File: src/rtl/dp_lt_pkg.sv
// Shared DisplayPort link-training types and codes: FSM states, TPS/lane/rate
// codes, the applied-config record and the rate/lane legality check.
package dp_lt_pkg;

   typedef enum logic [1:0] {
      ST_IDLE   = 2'd0,
      ST_APPLY  = 2'd1,
      ST_SETTLE = 2'd2,
      ST_DONE   = 2'd3
   } seq_state_e;

   localparam logic [1:0] TPS_NONE = 2'b00;
   localparam logic [1:0] TPS_1    = 2'b01;
   localparam logic [1:0] TPS_2    = 2'b10;
   localparam logic [1:0] TPS_3    = 2'b11;

   localparam logic [1:0] LC_1     = 2'b00;
   localparam logic [1:0] LC_2     = 2'b01;
   localparam logic [1:0] LC_4     = 2'b11;
   localparam logic [1:0] LC_BAD   = 2'b10;

   localparam logic [7:0] BW_RBR   = 8'h06;
   localparam logic [7:0] BW_HBR   = 8'h0A;
   localparam logic [7:0] BW_HBR2  = 8'h14;
   localparam logic [7:0] BW_HBR3  = 8'h1E;

   typedef struct packed {
      logic [1:0] tps;
      logic [1:0] lc;
      logic [7:0] bw;
   } phy_cfg_t;

   function automatic logic cfg_legal(input logic [1:0] lc, input logic [7:0] bw);
      logic bw_ok;
      bw_ok = (bw == BW_RBR) || (bw == BW_HBR) || (bw == BW_HBR2) || (bw == BW_HBR3);
      return (lc != LC_BAD) && bw_ok;
   endfunction

endpackage

File: src/rtl/phy_cfg_seq.sv
// PHY configuration sequencer: applies training-pattern / lane / rate requests
// and times the PHY settle window. Optional ovr_cnt port under PHY_CFG_SEQ_STATUS_EN.
module phy_cfg_seq
   import dp_lt_pkg::*;
#(
   parameter int SETTLE_LONG  = 100,
   parameter int SETTLE_SHORT = 4
)(
   input  logic       clk,
   input  logic       rst,
   input  logic [1:0] phy_instruct,
   input  logic       phy_instruct_vld,
   input  logic [1:0] phy_adj_lc,
   input  logic [7:0] phy_adj_bw,
   output logic [1:0] phy_tps_o,
   output logic [1:0] phy_lc_o,
   output logic [7:0] phy_bw_o,
   output logic       phy_cfg_stb,
   output logic       phy_settled,
   output logic       seq_busy,
   output logic       cfg_err
`ifdef PHY_CFG_SEQ_STATUS_EN
   ,
   output logic [7:0] ovr_cnt
`endif
);

   localparam int SETTLE_MAX = (SETTLE_LONG > SETTLE_SHORT) ? SETTLE_LONG : SETTLE_SHORT;
   localparam int CNT_W      = (SETTLE_MAX < 1) ? 1 : $clog2(SETTLE_MAX + 1);

   seq_state_e       state_q, state_d;
   phy_cfg_t         cur_q, cur_d;
   phy_cfg_t         pend_q, pend_d;
   logic             pend_vld_q, pend_vld_d;
   logic [CNT_W-1:0] cnt_q, cnt_d;
   logic             err_q, err_d;

   phy_cfg_t         in_req, start_req;
   logic             in_ok, in_bad, start, rate_change;

   assign in_req = '{tps: phy_instruct, lc: phy_adj_lc, bw: phy_adj_bw};
   assign in_ok  = phy_instruct_vld &&  cfg_legal(phy_adj_lc, phy_adj_bw);
   assign in_bad = phy_instruct_vld && !cfg_legal(phy_adj_lc, phy_adj_bw);

   // Outputs and settle count are committed on the edge into APPLY, so the
   // long/short decision compares against the values being replaced.
   assign rate_change = (start_req.lc != cur_q.lc) || (start_req.bw != cur_q.bw);

   always_comb begin
      state_d    = state_q;
      cur_d      = cur_q;
      pend_d     = pend_q;
      pend_vld_d = pend_vld_q;
      cnt_d      = cnt_q;
      err_d      = err_q | in_bad;
      start      = 1'b0;
      start_req  = in_req;
      case (state_q)
         ST_IDLE: begin
            if (in_ok) start = 1'b1;
         end
         ST_APPLY, ST_SETTLE: begin
            if (in_ok) begin
               pend_d     = in_req;
               pend_vld_d = 1'b1;
            end
            if (state_q == ST_APPLY) begin
               state_d = ST_SETTLE;
            end else begin
               if (cnt_q != '0) cnt_d = cnt_q - CNT_W'(1);
               if (cnt_q <= CNT_W'(1)) state_d = ST_DONE;
            end
         end
         ST_DONE: begin
            // A request arriving right now is newer than anything buffered.
            pend_vld_d = 1'b0;
            if (in_ok) begin
               start = 1'b1;
            end else if (pend_vld_q) begin
               start     = 1'b1;
               start_req = pend_q;
            end else begin
               state_d = ST_IDLE;
            end
         end
         default: state_d = ST_IDLE;
      endcase
      if (start) begin
         state_d = ST_APPLY;
         cur_d   = start_req;
         cnt_d   = rate_change ? CNT_W'(SETTLE_LONG) : CNT_W'(SETTLE_SHORT);
      end
   end

   always_ff @(posedge clk) begin
      if (rst) begin
         state_q    <= ST_IDLE;
         cur_q      <= '{tps: TPS_NONE, lc: LC_1, bw: BW_RBR};
         pend_q     <= '0;
         pend_vld_q <= 1'b0;
         cnt_q      <= '0;
         err_q      <= 1'b0;
      end else begin
         state_q    <= state_d;
         cur_q      <= cur_d;
         pend_q     <= pend_d;
         pend_vld_q <= pend_vld_d;
         cnt_q      <= cnt_d;
         err_q      <= err_d;
      end
   end

   assign phy_tps_o   = cur_q.tps;
   assign phy_lc_o    = cur_q.lc;
   assign phy_bw_o    = cur_q.bw;
   assign phy_cfg_stb = (state_q == ST_APPLY);
   assign phy_settled = (state_q == ST_DONE);
   assign seq_busy    = (state_q != ST_IDLE);
   assign cfg_err     = err_q;

`ifdef PHY_CFG_SEQ_STATUS_EN
   logic [7:0] ovr_q;
   always_ff @(posedge clk) begin
      if (rst)                                   ovr_q <= 8'h00;
      else if (in_ok && pend_vld_q && ovr_q != 8'hFF) ovr_q <= ovr_q + 8'h01;
   end
   assign ovr_cnt = ovr_q;
`endif

endmodule

File: config.mk
export PLATFORM = sky130hd
export DESIGN_NAME = phy_cfg_seq
export DESIGN_NICKNAME = d
export VERILOG_FILES = /design/src/rtl/dp_lt_pkg.sv /design/src/rtl/phy_cfg_seq.sv
export SDC_FILE = /design/constraint.sdc
export NUM_CORES = 1
export LEC_CHECK = 0
export ABC_AREA = 1
export ABC_CLOCK_PERIOD_IN_PS = 5400
export CORE_ASPECT_RATIO = 1.2
export CORE_MARGIN = 2
export CORE_UTILIZATION = 55
export CTS_BUF_LIST = sky130_fd_sc_hd__clkbuf_8
export DETAILED_ROUTE_END_ITERATION = 12
export GPL_TIMING_DRIVEN = 0
export PLACE_DENSITY = 0.85
export RECOVER_POWER = 25
export SLEW_MARGIN = 25
export SYNTH_ARGS = -nofsm -noshare
export SYNTH_HDL_FRONTEND = slang
export SYNTH_SLANG_ARGS = --single-unit
File: constraint.sdc
create_clock -name clk -period 5.4 [get_ports clk]
set_input_delay 0.81 -clock clk [delete_from_list [all_inputs] [get_ports clk]]
set_output_delay 0.81 -clock clk [all_outputs]
set_load 0.1 [all_outputs]
# --- Word level (Yosys, flattened, before mapping) ---
# Cells that the tools add are included.
classes:
  magnitude_cmp: 1
  bitwise_logic: 1
  eq_ne: 18
  reduce_logical: 22
  mux: 20
  add_sub_neg: 1
op_table:
  columns: ["op", "n"]
  rows:
  - ["two-way mux 12 bit", 3]
  - ["two-way mux 7 bit", 5]
  - ["equality test 8 x 5 -> 1 bit (second input constant)", 2]
  - ["equality test 8 x 3 -> 1 bit (second input constant)", 1]
  - ["equality test 8 x 4 -> 1 bit (second input constant)", 1]
  - ["two-way mux 2 bit", 4]
  - ["inequality test 2 bit (second input constant)", 4]
  - ["inequality test 8 bit", 1]
  - ["AND reduction 4 bit", 2]
  - ["nonzero test 2 bit", 4]
  - ["<= comparator 7 x 1 -> 1 bit (second input constant)", 1]
  - ["nonzero test 7 bit", 1]
  - ["subtractor 7 x 1 -> 7 bit (second input constant)", 1]
  - ["inequality test 3 x 2 -> 1 bit (second input constant)", 2]
  - ["two-way mux 1 bit", 5]
  - ["equality test 2 bit (second input constant)", 2]
  - ["logical OR 1 bit", 4]
  - ["inequality test 4 bit (second input constant)", 1]
  - ["one-hot mux 1 bit (2 select lines)", 2]
  - ["one-hot mux 2 bit (2 select lines)", 1]
  - ["AND reduction 2 bit", 2]
  - ["OR reduction 2 bit", 2]
  - ["logical AND 1 bit", 3]
  - ["inequality test 3 bit (second input constant)", 1]
  - ["8 further kinds", 8]
totals:
  register_bits: 35
  out_inout_bits: 16
  inputBits: 15
  word_cells: 74

# --- Logic depth before layout (Yosys ltp) ---
logic_depth:
  word_depth: 12
  ltp_mapped: 18
  mapped_depth_nobuf: 17

# --- Worst setup path after synthesis ---
# Ideal clock, no wire load.
synth_timing:
  path_type: "flip-flop to flip-flop"
  startpoint: "register state_q[0]"
  endpoint: "register cnt_q[5]"
  path_stages_with_launch: 14
  path_buffers: 1
  setup_time_ns: 0.118
  arrival_time_ns: 2.484
  required_ns: 5.282
  synth_period_minus_slack_ns: 2.601
  slack_ns: 2.799
  path_cell_list: "dfxtp_1 ha_1 nand2_1 inv_1 buf_1 nand3_1 nand2_1 nand2_1 nand2_1 nand2_1 nor2_1 nand3_1 nand2_2 a21oi_2"
synth_between:
  elab_chain_cells: 6
  word_cells_on_any_way: 16
  classes_between: "6 x eq/ne; 4 x mux; 6 x reduce/logical"
synth_lines:
  columns: ["item", "line", "source"]
  rows:
  - ["start, declared", "phy_cfg_seq.sv:31", "seq_state_e state_q, state_d;"]
  - ["start signal, assigned", "phy_cfg_seq.sv:104", "state_q <= state_d;"]
  - ["equality test 2 bit (*)", null, null]
  - ["via phy_settled", "phy_cfg_seq.sv:19", "output logic phy_settled,"]
  - ["two-way mux 12 bit", "phy_cfg_seq.sv:58", "case (state_q)"]
  - ["inequality test 8 bit or inequality test 2 bit (tied branches)", "phy_cfg_seq.sv:47", "assign rate_change = (start_req.lc != cur_q.lc) || (start_req.bw != cur_q.bw);"]
  - ["logical OR 1 bit", "phy_cfg_seq.sv:47", null]
  - ["two-way mux 7 bit", "phy_cfg_seq.sv:91", "cnt_d = rate_change ? CNT_W'(SETTLE_LONG) : CNT_W'(SETTLE_SHORT);"]
  - ["two-way mux 7 bit", "phy_cfg_seq.sv:88", "if (start) begin"]
  - ["end signal, assigned", "phy_cfg_seq.sv:108", "cnt_q <= cnt_d;"]
  - ["end, declared", "phy_cfg_seq.sv:35", "logic [CNT_W-1:0] cnt_q, cnt_d;"]
# Mark *: on every way through the listed nets, which the timed path passes. The rest lies on a longest branch.
# A chain may end at the register's enable or synchronous reset.

# --- Worst setup path in the final report ---
layout_timing:
  startpoint: "input port phy_adj_lc[0]"
  endpoint: "register pend_q[4] (netlist bit)"
layout_between:
  elab_chain_cells: 4
layout_lines:
  columns: ["item", "line", "source"]
  rows:
  - ["start, declared", "phy_cfg_seq.sv:13", "input logic [1:0] phy_adj_lc,"]
  - ["inequality test 2 bit", "dp_lt_pkg.sv:36", "return (lc != LC_BAD) && bw_ok;"]
  - ["logical AND 1 bit", "dp_lt_pkg.sv:36", null]
  - ["logical AND 1 bit", "phy_cfg_seq.sv:42", "assign in_ok = phy_instruct_vld && cfg_legal(phy_adj_lc, phy_adj_bw);"]
  - ["AND reduction 2 bit (no line)", null, null]
  - ["end signal, assigned", "phy_cfg_seq.sv:106", "pend_q <= pend_d;"]
  - ["end, declared", "phy_cfg_seq.sv:33", "phy_cfg_t pend_q, pend_d;"]
# No other way between the ends.

==> flow_summary.toml <==
[timing]
hold_viol_final = 0
final.setup.tns_ns = 0
fin_crit_sh = 0.599
max_freq_mhz = 309
finClkSkew_ns = 0.00237
finalSetupViolations = 0
relSlewSlack = 0.351
hold_slack_ns = 0.443
fin_crit_ns = 3.23
worstMarginPinSlew_ns = 0.970
finalMaxSlewViolations = 0
rsz0062_at_grt = "false"

[floorplanning]
core_area_sq_um = 3400
io_pins = 31
fp-row-count = 23
die_area_sq_um = 4120
die_h_um = 69.9
start_util = 0.586
die_w_um = 58.9

[synthesis]
synth_cell_types = 37
synth_cells = 284
async_reset_ff_frac = 0
synthFlopType = "dfxtp_1"
synth_seq_cells = 35
synth_top_area_frac = 0.352
synthTopCellsByArea = "dfxtp_1 (35%), nand2_1 (10%), o21ai_0 (6.5%), inv_1 (6.0%), nand3_1 (5.0%)"
synth_area_sq_um = 1990
yosys.area.top_type = "dfxtp_1"
syn-num-nets = 304
syn_avg_cell_area_sq_um = 7.00
synth_edf_count = 0
yosysWarnings = 0
ys_seq_area_frac = 0.352

[finish]
nets = 340
syn_to_final_growth_pct = 19.5
insertedDiodeCount = 0
fin_util = 0.700
fill_cells = 293
final_layout_size_suffix_gt1_frac = 0.109

[clock_tree]
cts_setup_buffers = 0
cts_buffers = 5
clkLatencyLatePin_ns = 0.29
clk_pin_slew_ns = 0.07
cts_resized = 0
hold_buffers = 0
cts_tree = "built"
cts_max_level = 2
cts_max_path_buffers = 2
cts_root_buf = "clkbuf_8"
cts_sinks = 35

[worst_setup_path]
end_kind = "register"
crit_arrival_ns = 3.45
cp_max_fo = 10
required_ns = 5.62
r2r_slack_ns = 3.25
critical_path_class = "in -> reg"
critPathLaunchType = "primary input"

[global_route]
track_usage = 0.252
grt_pass1_vias = 1910
met3_usage = 0.0481
grt-ovfl-total = 0
grt_max_degree = 11
use_met2 = 0.420
antenna_found_initial = 0
grt_pass1_wl_um = 8140
gr-usage-met1 = 0.309
gr-max-usage-layer = "met2"

[job]
cap_violations = 0

[drt]
firstDrtPassIters = 8
detail-route-antenna-nets = 0
drt_iter0_drc = 171
drt-total-wl_um = 4640
vias = 1949
routedWlPerCell_um = 13.0
drc = 3
viasPerCell = 5.44

[outcome]
violations = "DRC"
status = "finished with violations"

[pwr]
peakVddDrop_uv = 175
p_leak_nw = 1.04
power_per_cell_area_nw_per_um2 = 378
fin_total_pwr_mw = 0.898

[placed_design]
place_congestion = 0.882
portBuffers = 29
dp_hpwl_um = 3450

[hold_path]
min_path_type = "reg -> reg"
power breakdown:
group	internal [mW]	switching, mW	leakage (nW)	total, mW
clock network	0.0866	0.0915	0.0505	0.178
logic	0.135	0.265	0.708	0.400
registers	0.291	0.0293	0.284	0.320
state kept, by name, summed over array words and instances, names as in the netlist:
| signal | flops |
|---|---|
| phy_bw_o | 8 |
| pend_vld_q | 1 |
| phy_tps_o | 2 |
| cfg_err | 1 |
| cnt_q | 7 |
| phy_lc_o | 2 |
| pend_q | 12 |
| state_q | 2 |
worst paths after layout:
check / from / end / cells after the start
worst max-delay path: phy_adj_lc[0] / pend_q[4] / 11
worst min-delay path: pend_q[5] / pend_q[5] / 2
worst max register to register: state_q[0] / cnt_q[6] / 13
worst min register to register: pend_q[5] / pend_q[5] / 2
cell usage in the layout, fill, tap and decap left out, types with 4 or more instances in the layout:
cell / synthesis / routed
a21oi_1: 16 / 16
a31oi_1: 6 / 6
clkbuf_1: 3 / 5
clkbuf_8: 0 / 5
clkdlybuf4s50_1: 0 / 28
dfxtp_1: 35 / 35
ha_1: 5 / 5
inv_1: 32 / 34
inv_2: 4 / 4
nand2_1: 55 / 56
nand2_2: 9 / 8
nand3_1: 20 / 21
nand3b_1: 6 / 6
nor2_1: 26 / 27
nor3_1: 5 / 5
o21ai_0: 26 / 28
cell families (layout without fill, tap and decap cells):
logic type,after synthesis,in the layout,share of synthesized area
DFF,35,35,0.352
and+or+nand+nor,130,130,0.310
xor gates and xnor gates,1,1,0.00440
adders and majority gates,5,5,0.0314
buffers and inverters,48,85,0.109
AOI/OAI and AO/OA,65,65,0.192
layout make-up:
cell class	instances	area, sq um	area share
Buffer	10	65.1	0.0274
Clock inverter	3	12.5	0.00526
Clock buffer	5	68.8	0.0289
Inverter	38	144	0.0605
Sequential cell	35	701	0.295
Tap cell	37	46.3	0.0195
Timing Repair Buffer	29	290	0.122
Multi-Input combinational cell	201	1050	0.442
stage by stage:
stage	area, sq um	setup WS [ns]	std cells
floorplan	1990	2.80	284
global placement	2330	2.54	350
detailed placement	2330	2.51	350
CTS	2410	2.42	358
global route	2380	1.98	358
finish	2380	2.17	358
worst max-delay path, cell delays in order:
cell	delay, ns
dlygate4sd3_1	0.56
inv_1	0.07
nand2_1	0.08
o21ai_0	0.16
nor2_4	0.15
nand3_1	0.29
clkbuf_1	0.34
nor2_1	0.31
clkbuf_1	0.41
o21ai_0	0.14
a21oi_1	0.13
metal layers:
metal  wire, um  share of wire
met1       1970           0.42
met2       2340           0.50
met3        211          0.045
met4        114          0.025
met5          0              0
cell usage after synthesis, types with 2 or more instances:
library cell   n
o211ai_1       2
a21oi_2        2
nor4_1         2
nand2_1       55
inv_1         32
nand3_1       20
o21ai_1        4
o21ai_0       26
dfxtp_1       35
nand3b_1       6
nand2_2        9
a211oi_2       2
nor3_1         5
inv_2          4
ha_1           5
buf_6          3
buf_2          2
o21ai_2        4
a21oi_1       16
a31oi_1        6
clkbuf_1       3
nor2_1        26
No activity file was read; power rests on OpenSTA's default activity.
